--- src/rtl/ram_march_tester.sv ---
// ram_march_tester: on-chip march self-test initiator for a 64 x 8 single-port RAM.
// Runs write-PATTERN / read-verify / write-~PATTERN / read-verify and reports
// pass/fail, mismatch count and the first failing location.
module ram_march_tester #(
    parameter logic [7:0] PATTERN = 8'h55,
    parameter int         RD_LAT  = 1      // RAM read latency: 0, 1 or 2
) (
    input  logic       clk,
    input  logic       rst,
    input  logic       start,
    output logic [7:0] ram_data,
    output logic [5:0] ram_addr,
    output logic       ram_write_enable,
    input  logic [7:0] ram_read,
    output logic       busy,
    output logic       done,
    output logic       fail,
    output logic [7:0] err_count,
    output logic [5:0] first_fail_addr,
    output logic [7:0] first_fail_data
);

    typedef enum logic [2:0] {
        ST_IDLE = 3'd0,
        ST_W0   = 3'd1,
        ST_R0   = 3'd2,
        ST_W1   = 3'd3,
        ST_R1   = 3'd4
    } state_t;

    // Last cycle index of a write phase and of a read phase (reads include drain).
    localparam logic [6:0] W_LAST = 7'd63;
    localparam logic [6:0] R_LAST = 7'(63 + RD_LAT);

    state_t     state_q, state_d;
    logic [6:0] cnt_q, cnt_d;
    logic [5:0] ram_addr_q, ram_addr_d;
    logic [7:0] ram_data_q, ram_data_d;
    logic       ram_we_q, ram_we_d;
    logic       rd_vld_q, rd_vld_d;     // current cycle presents a read address
    logic [7:0] exp_q, exp_d;           // expected word for the read presented now
    logic       busy_q, busy_d;
    logic       done_q, done_d;
    logic       fail_q, fail_d;
    logic [7:0] err_q, err_d;
    logic [5:0] ffa_q, ffa_d;
    logic [7:0] ffd_q, ffd_d;

    // Compare tap: the {valid, addr, expected} tuple whose data is on ram_read now.
    logic       tap_vld;
    logic [5:0] tap_addr;
    logic [7:0] tap_exp;

    generate
        if (RD_LAT == 0) begin : g_lat0
            assign tap_vld  = rd_vld_q;
            assign tap_addr = ram_addr_q;
            assign tap_exp  = exp_q;
        end else begin : g_latn
            logic       pv_q [RD_LAT];
            logic [5:0] pa_q [RD_LAT];
            logic [7:0] pe_q [RD_LAT];

            // Shift the read descriptor alongside the RAM's read latency.
            always_ff @(posedge clk) begin
                if (rst) begin
                    for (int i = 0; i < RD_LAT; i++) begin
                        pv_q[i] <= 1'b0;
                        pa_q[i] <= '0;
                        pe_q[i] <= '0;
                    end
                end else begin
                    pv_q[0] <= rd_vld_q;
                    pa_q[0] <= ram_addr_q;
                    pe_q[0] <= exp_q;
                    for (int i = 1; i < RD_LAT; i++) begin
                        pv_q[i] <= pv_q[i-1];
                        pa_q[i] <= pa_q[i-1];
                        pe_q[i] <= pe_q[i-1];
                    end
                end
            end

            assign tap_vld  = pv_q[RD_LAT-1];
            assign tap_addr = pa_q[RD_LAT-1];
            assign tap_exp  = pe_q[RD_LAT-1];
        end
    endgenerate

    // Next-state logic: phase sequencing, RAM port drive and result accumulation.
    always_comb begin
        state_d    = state_q;
        cnt_d      = cnt_q;
        ram_addr_d = ram_addr_q;
        ram_data_d = ram_data_q;
        ram_we_d   = 1'b0;
        rd_vld_d   = 1'b0;
        exp_d      = exp_q;
        busy_d     = busy_q;
        done_d     = done_q;
        fail_d     = fail_q;
        err_d      = err_q;
        ffa_d      = ffa_q;
        ffd_d      = ffd_q;

        // At most 128 compares per run, so the 8-bit count never wraps.
        if (tap_vld && (ram_read != tap_exp)) begin
            err_d  = err_q + 8'd1;
            fail_d = 1'b1;
            if (err_q == 8'd0) begin
                ffa_d = tap_addr;
                ffd_d = ram_read;
            end
        end

        unique case (state_q)
            ST_IDLE: begin
                if (start) begin
                    state_d    = ST_W0;
                    cnt_d      = '0;
                    ram_addr_d = '0;
                    ram_data_d = PATTERN;
                    ram_we_d   = 1'b1;
                    busy_d     = 1'b1;
                    done_d     = 1'b0;
                    fail_d     = 1'b0;
                    err_d      = '0;
                    ffa_d      = '0;
                    ffd_d      = '0;
                end
            end
            ST_W0, ST_W1: begin
                if (cnt_q == W_LAST) begin
                    state_d    = (state_q == ST_W0) ? ST_R0 : ST_R1;
                    cnt_d      = '0;
                    ram_addr_d = '0;
                    rd_vld_d   = 1'b1;
                    exp_d      = (state_q == ST_W0) ? PATTERN : ~PATTERN;
                end else begin
                    cnt_d      = cnt_q + 7'd1;
                    ram_addr_d = cnt_q[5:0] + 6'd1;
                    ram_we_d   = 1'b1;
                end
            end
            ST_R0, ST_R1: begin
                if (cnt_q == R_LAST) begin
                    cnt_d = '0;
                    if (state_q == ST_R0) begin
                        state_d    = ST_W1;
                        ram_addr_d = '0;
                        ram_data_d = ~PATTERN;
                        ram_we_d   = 1'b1;
                    end else begin
                        state_d = ST_IDLE;
                        busy_d  = 1'b0;
                        done_d  = 1'b1;
                    end
                end else begin
                    cnt_d = cnt_q + 7'd1;
                    // Past address 63 only drain cycles remain: hold the address.
                    if (cnt_q < W_LAST) begin
                        ram_addr_d = cnt_q[5:0] + 6'd1;
                        rd_vld_d   = 1'b1;
                    end
                end
            end
            default: begin
                state_d = ST_IDLE;
            end
        endcase
    end

    // State and output registers.
    always_ff @(posedge clk) begin
        if (rst) begin
            state_q    <= ST_IDLE;
            cnt_q      <= '0;
            ram_addr_q <= '0;
            ram_data_q <= '0;
            ram_we_q   <= 1'b0;
            rd_vld_q   <= 1'b0;
            exp_q      <= '0;
            busy_q     <= 1'b0;
            done_q     <= 1'b0;
            fail_q     <= 1'b0;
            err_q      <= '0;
            ffa_q      <= '0;
            ffd_q      <= '0;
        end else begin
            state_q    <= state_d;
            cnt_q      <= cnt_d;
            ram_addr_q <= ram_addr_d;
            ram_data_q <= ram_data_d;
            ram_we_q   <= ram_we_d;
            rd_vld_q   <= rd_vld_d;
            exp_q      <= exp_d;
            busy_q     <= busy_d;
            done_q     <= done_d;
            fail_q     <= fail_d;
            err_q      <= err_d;
            ffa_q      <= ffa_d;
            ffd_q      <= ffd_d;
        end
    end

    assign ram_data         = ram_data_q;
    assign ram_addr         = ram_addr_q;
    assign ram_write_enable = ram_we_q;
    assign busy             = busy_q;
    assign done             = done_q;
    assign fail             = fail_q;
    assign err_count        = err_q;
    assign first_fail_addr  = ffa_q;
    assign first_fail_data  = ffd_q;

endmodule

--- config.mk ---
export PLATFORM = sky130hd
export DESIGN_NAME = ram_march_tester
export DESIGN_NICKNAME = d
export VERILOG_FILES = /design/src/rtl/ram_march_tester.sv
export SDC_FILE = /design/constraint.sdc
export NUM_CORES = 1
export LEC_CHECK = 0
export BUFFER_PORTS_ARGS = -buffer_cell sky130_fd_sc_hd__buf_2
export CAP_MARGIN = 20
export CORE_MARGIN = 2
export CORE_UTILIZATION = 58
export CTS_CLUSTER_DIAMETER = 150
export CTS_CLUSTER_SIZE = 8
export DETAILED_ROUTE_END_ITERATION = 7
export PLACE_DENSITY = 0.84
export SETUP_SLACK_MARGIN = 0.2
export SLEW_MARGIN = 5
export SYNTH_ARGS = -nofsm -noshare
export SYNTH_HDL_FRONTEND = slang
export SYNTH_SLANG_ARGS = --single-unit
--- constraint.sdc ---
create_clock -name clk -period 3.7 [get_ports clk]
set_input_delay 0.74 -clock clk [delete_from_list [all_inputs] [get_ports clk]]
set_output_delay 0.74 -clock clk [all_outputs]
set_load 0.005 [all_outputs]
==> qor.yml <==
status:
  outcome: "finished, final reports clean"
synth:
  synth-main-ff-cell: "dfxtp_1"
  syn-num-nets: 292
  synth_cell_type_count: 43
  synth.area.top_cells: "dfxtp_1, nand2_1, nor2_1, nand3_1, xnor2_1"
  avgSynthCellArea_sq_um: 8.76
  synthesis.area_sq_um: 2430
  syn-instance-count: 277
  synth_seq_area_share_pct: 46.2
  synth-edff-count: 0
  synth_top_area_cell: "dfxtp_1"
  synth_top_area_share_pct: 46.2
  ys_ff_latch: 56
  async_reset_ff_share_pct: 0
  ys_warn_count: 0
clock_network:
  cts_buffer_depth: 2
  cts_hold_buf: 0
  htree_levels: 2
  clk_latency_ps: 310
  cts.sinks: 56
  post_cts_buffers: 0
  cts-root-buf: "clkbuf_8"
  cts_tree: "yes"
  cts_resized: 0
  cts_made_buffers: 5
  path_clk_slew_ps: 110
setup_path:
  crit_type: "reg2reg"
  setup.worst_path.end_class: "register"
  worst_r2r_path_depth: 4
  required_ps: 3900
  startpoint_type: "register"
  r2r-end: "ram_addr[5]"
  timing.rr.start: "state_q[2]"
  crit_fanout: 14
  reg2reg_setup_slack_ps: 1590
  critPathArrivalTime_ps: 2310
cells_and_area:
  drive_gt1_share_pct: 21.6
  area_growth_syn_to_layout_pct: 12.4
  seqCellArea_sq_um: 1120
  final_cell_mix: "dfxtp_1, buf_2, nand2_1"
  nNetsFinal: 329
  final_common_cell: "dfxtp_1"
  multi_input_area_sq_um: 1170
  final_util_pct: 68.2
  n_fill_cell: 320
  num_antenna_cells: 0
power:
  p_leak_nw: 1.09
  peakVddDrop_mv: 0.193
  p_per_area_nw_per_um2: 371
die:
  die_h_um: 68.7
  io-pin-count: 51
  initial_core_util_pct: 60.7
  die_w_um: 68.7
  num_rows: 23
  design.core.area_sq_um: 4000
  dieArea_sq_um: 4720
drt:
  first_pass_iters: 4
  drc: 0
  first_iter_violations: 131
  wire_per_inst_um: 12.2
  drtAntennaViolNets: 0
  dr_total_vias: 1970
  vias_per_cell: 5.40
  routed_wirelength_um: 4440
min_path:
  hold_depth: 2
  worstHoldStart: "g_latn.pa_q[0][2]"
  min_path_type: "reg2reg"
  hold_path_end: "first_fail_addr[2]"
grt:
  top_usage_layer: "met2"
  gr-usage-met1_pct: 22.5
  gr-usage-met3_pct: 5.36
  track_usage_pct: 19.1
  grt_pass1_vias: 1618
  grt_pass1_wl_um: 6810
  grtUsageMet2_pct: 32.8
  antenna_found_initial: 0
  grt_max_degree: 31
  gr-total-overflow: 0
timing:
  slew-limit-headroom_pct: 30.2
  rsz0062_at_grt: "false"
  maxSlewViolCount: 0
  max_freq_mhz: 474
  setup_tns_ps: 0
  min_period_ps: 2110
  hold_viol_final: 0
  hold_ws_ps: 434
  finClkSkew_ps: 10.7
  worstMarginPinSlew_ps: 1050
  min_period_over_period_pct: 57.0
  setup-violations-final: 0
place:
  gp_congestion: 0.862
  numPortBuffers: 50
  dpl.hpwl_um: 3280
flow_run:
  drv_cap: 0
==> power by group <==
group          leakage (nW)  internal (mW)  switching (mW)
registers             0.453          0.609         0.00618
logic                 0.588         0.0208          0.0373
clock network        0.0463          0.139           0.202
==> area by class of cell <==
cell class	count	share of cell area, %
inverter	7	0.963
timing repair buffer	50	9.17
multi-input combinational	194	43.0
sequential	56	41.1
clock buffer	5	2.52
tap	50	2.29
clock inverter	3	1.01
==> flip-flops by register name, indices dropped and copies added, names as in the netlist <==
signal	flops
done	1
g_latn.pv_q	1
ram_write_enable	1
fail	1
exp_q	2
g_latn.pa_q	6
g_latn.pe_q	2
rd_vld_q	1
first_fail_data	8
state_q	3
err_count	8
busy	1
ram_addr	6
first_fail_addr	6
cnt_q	7
ram_data	2
==> cells by family (layout without fill, tap and decap cells) <==
kind of cell | after synthesis | after routing | share of synthesized area, %
AOI/OAI and AO/OA | 53 | 53 | 13.7
xor gates and xnor gates | 12 | 12 | 4.33
adders and majority gates | 4 | 4 | 2.06
buffers and inverters | 27 | 65 | 5.62
DFF | 56 | 56 | 46.2
muxes | 5 | 5 | 3.14
and+or+nand+nor | 120 | 120 | 25.0
==> cells in the mapped netlist (4+ instances only) <==
| master | number |
|---|---|
| clkbuf_1 | 8 |
| nand4_1 | 7 |
| nor4b_1 | 4 |
| ha_1 | 4 |
| buf_2 | 4 |
| nand3_1 | 19 |
| o21ai_0 | 5 |
| nor2b_1 | 9 |
| nor3_1 | 5 |
| nand2_1 | 33 |
| inv_1 | 7 |
| nor2_1 | 28 |
| o21ai_1 | 14 |
| a21oi_1 | 15 |
| o31ai_1 | 5 |
| xnor2_1 | 9 |
| or4_1 | 4 |
| buf_4 | 6 |
| dfxtp_1 | 56 |
==> stage by stage <==
| stage | worst slack, ps | power, mW | cells | cell area [sq um] |
|---|---|---|---|---|
| after floorplan | 1560 | 0.671 | 277 | 2430 |
| after global placement | 1300 | 0.686 | 357 | 2630 |
| after detailed placement | 1250 | 0.687 | 357 | 2630 |
| after CTS | 1590 | 1.03 | 365 | 2730 |
| after global routing | 1470 | 1.06 | 365 | 2730 |
| final | 1590 | 1.01 | 365 | 2730 |
==> critical path, cell delays in order, from the launching register on <==
cell and delay [ps]:
dfxtp_1 580, xnor2_1 180, a311oi_2 410, a221o_1 460
mux2_2 380
==> routing by layer <==
layer | up-vias | routed length, um
li1 | 1028 | -
met1 | 896 | 2030
met2 | 40 | 2120
met3 | 6 | 227
met4 | 0 | 59
met5 | - | 0
==> how the worst max path moves through the flow <==
stage / from / end / slack (ps) / depth (start not counted)
4_1_cts: ram_read[0] / first_fail_addr[4] / 1590 / 6
5_1_grt: state_q[2] / ram_addr[5] / 1470 / 4
6_report: state_q[2] / ram_addr[5] / 1590 / 4
3_5_place_dp: ram_read[0] / first_fail_addr[4] / 1250 / 6
2_1_floorplan: ram_read[0] / first_fail_addr[0] / 1560 / 6
3_3_place_gp: ram_read[0] / first_fail_addr[4] / 1300 / 6
No activity file was read; power rests on OpenSTA's default activity.
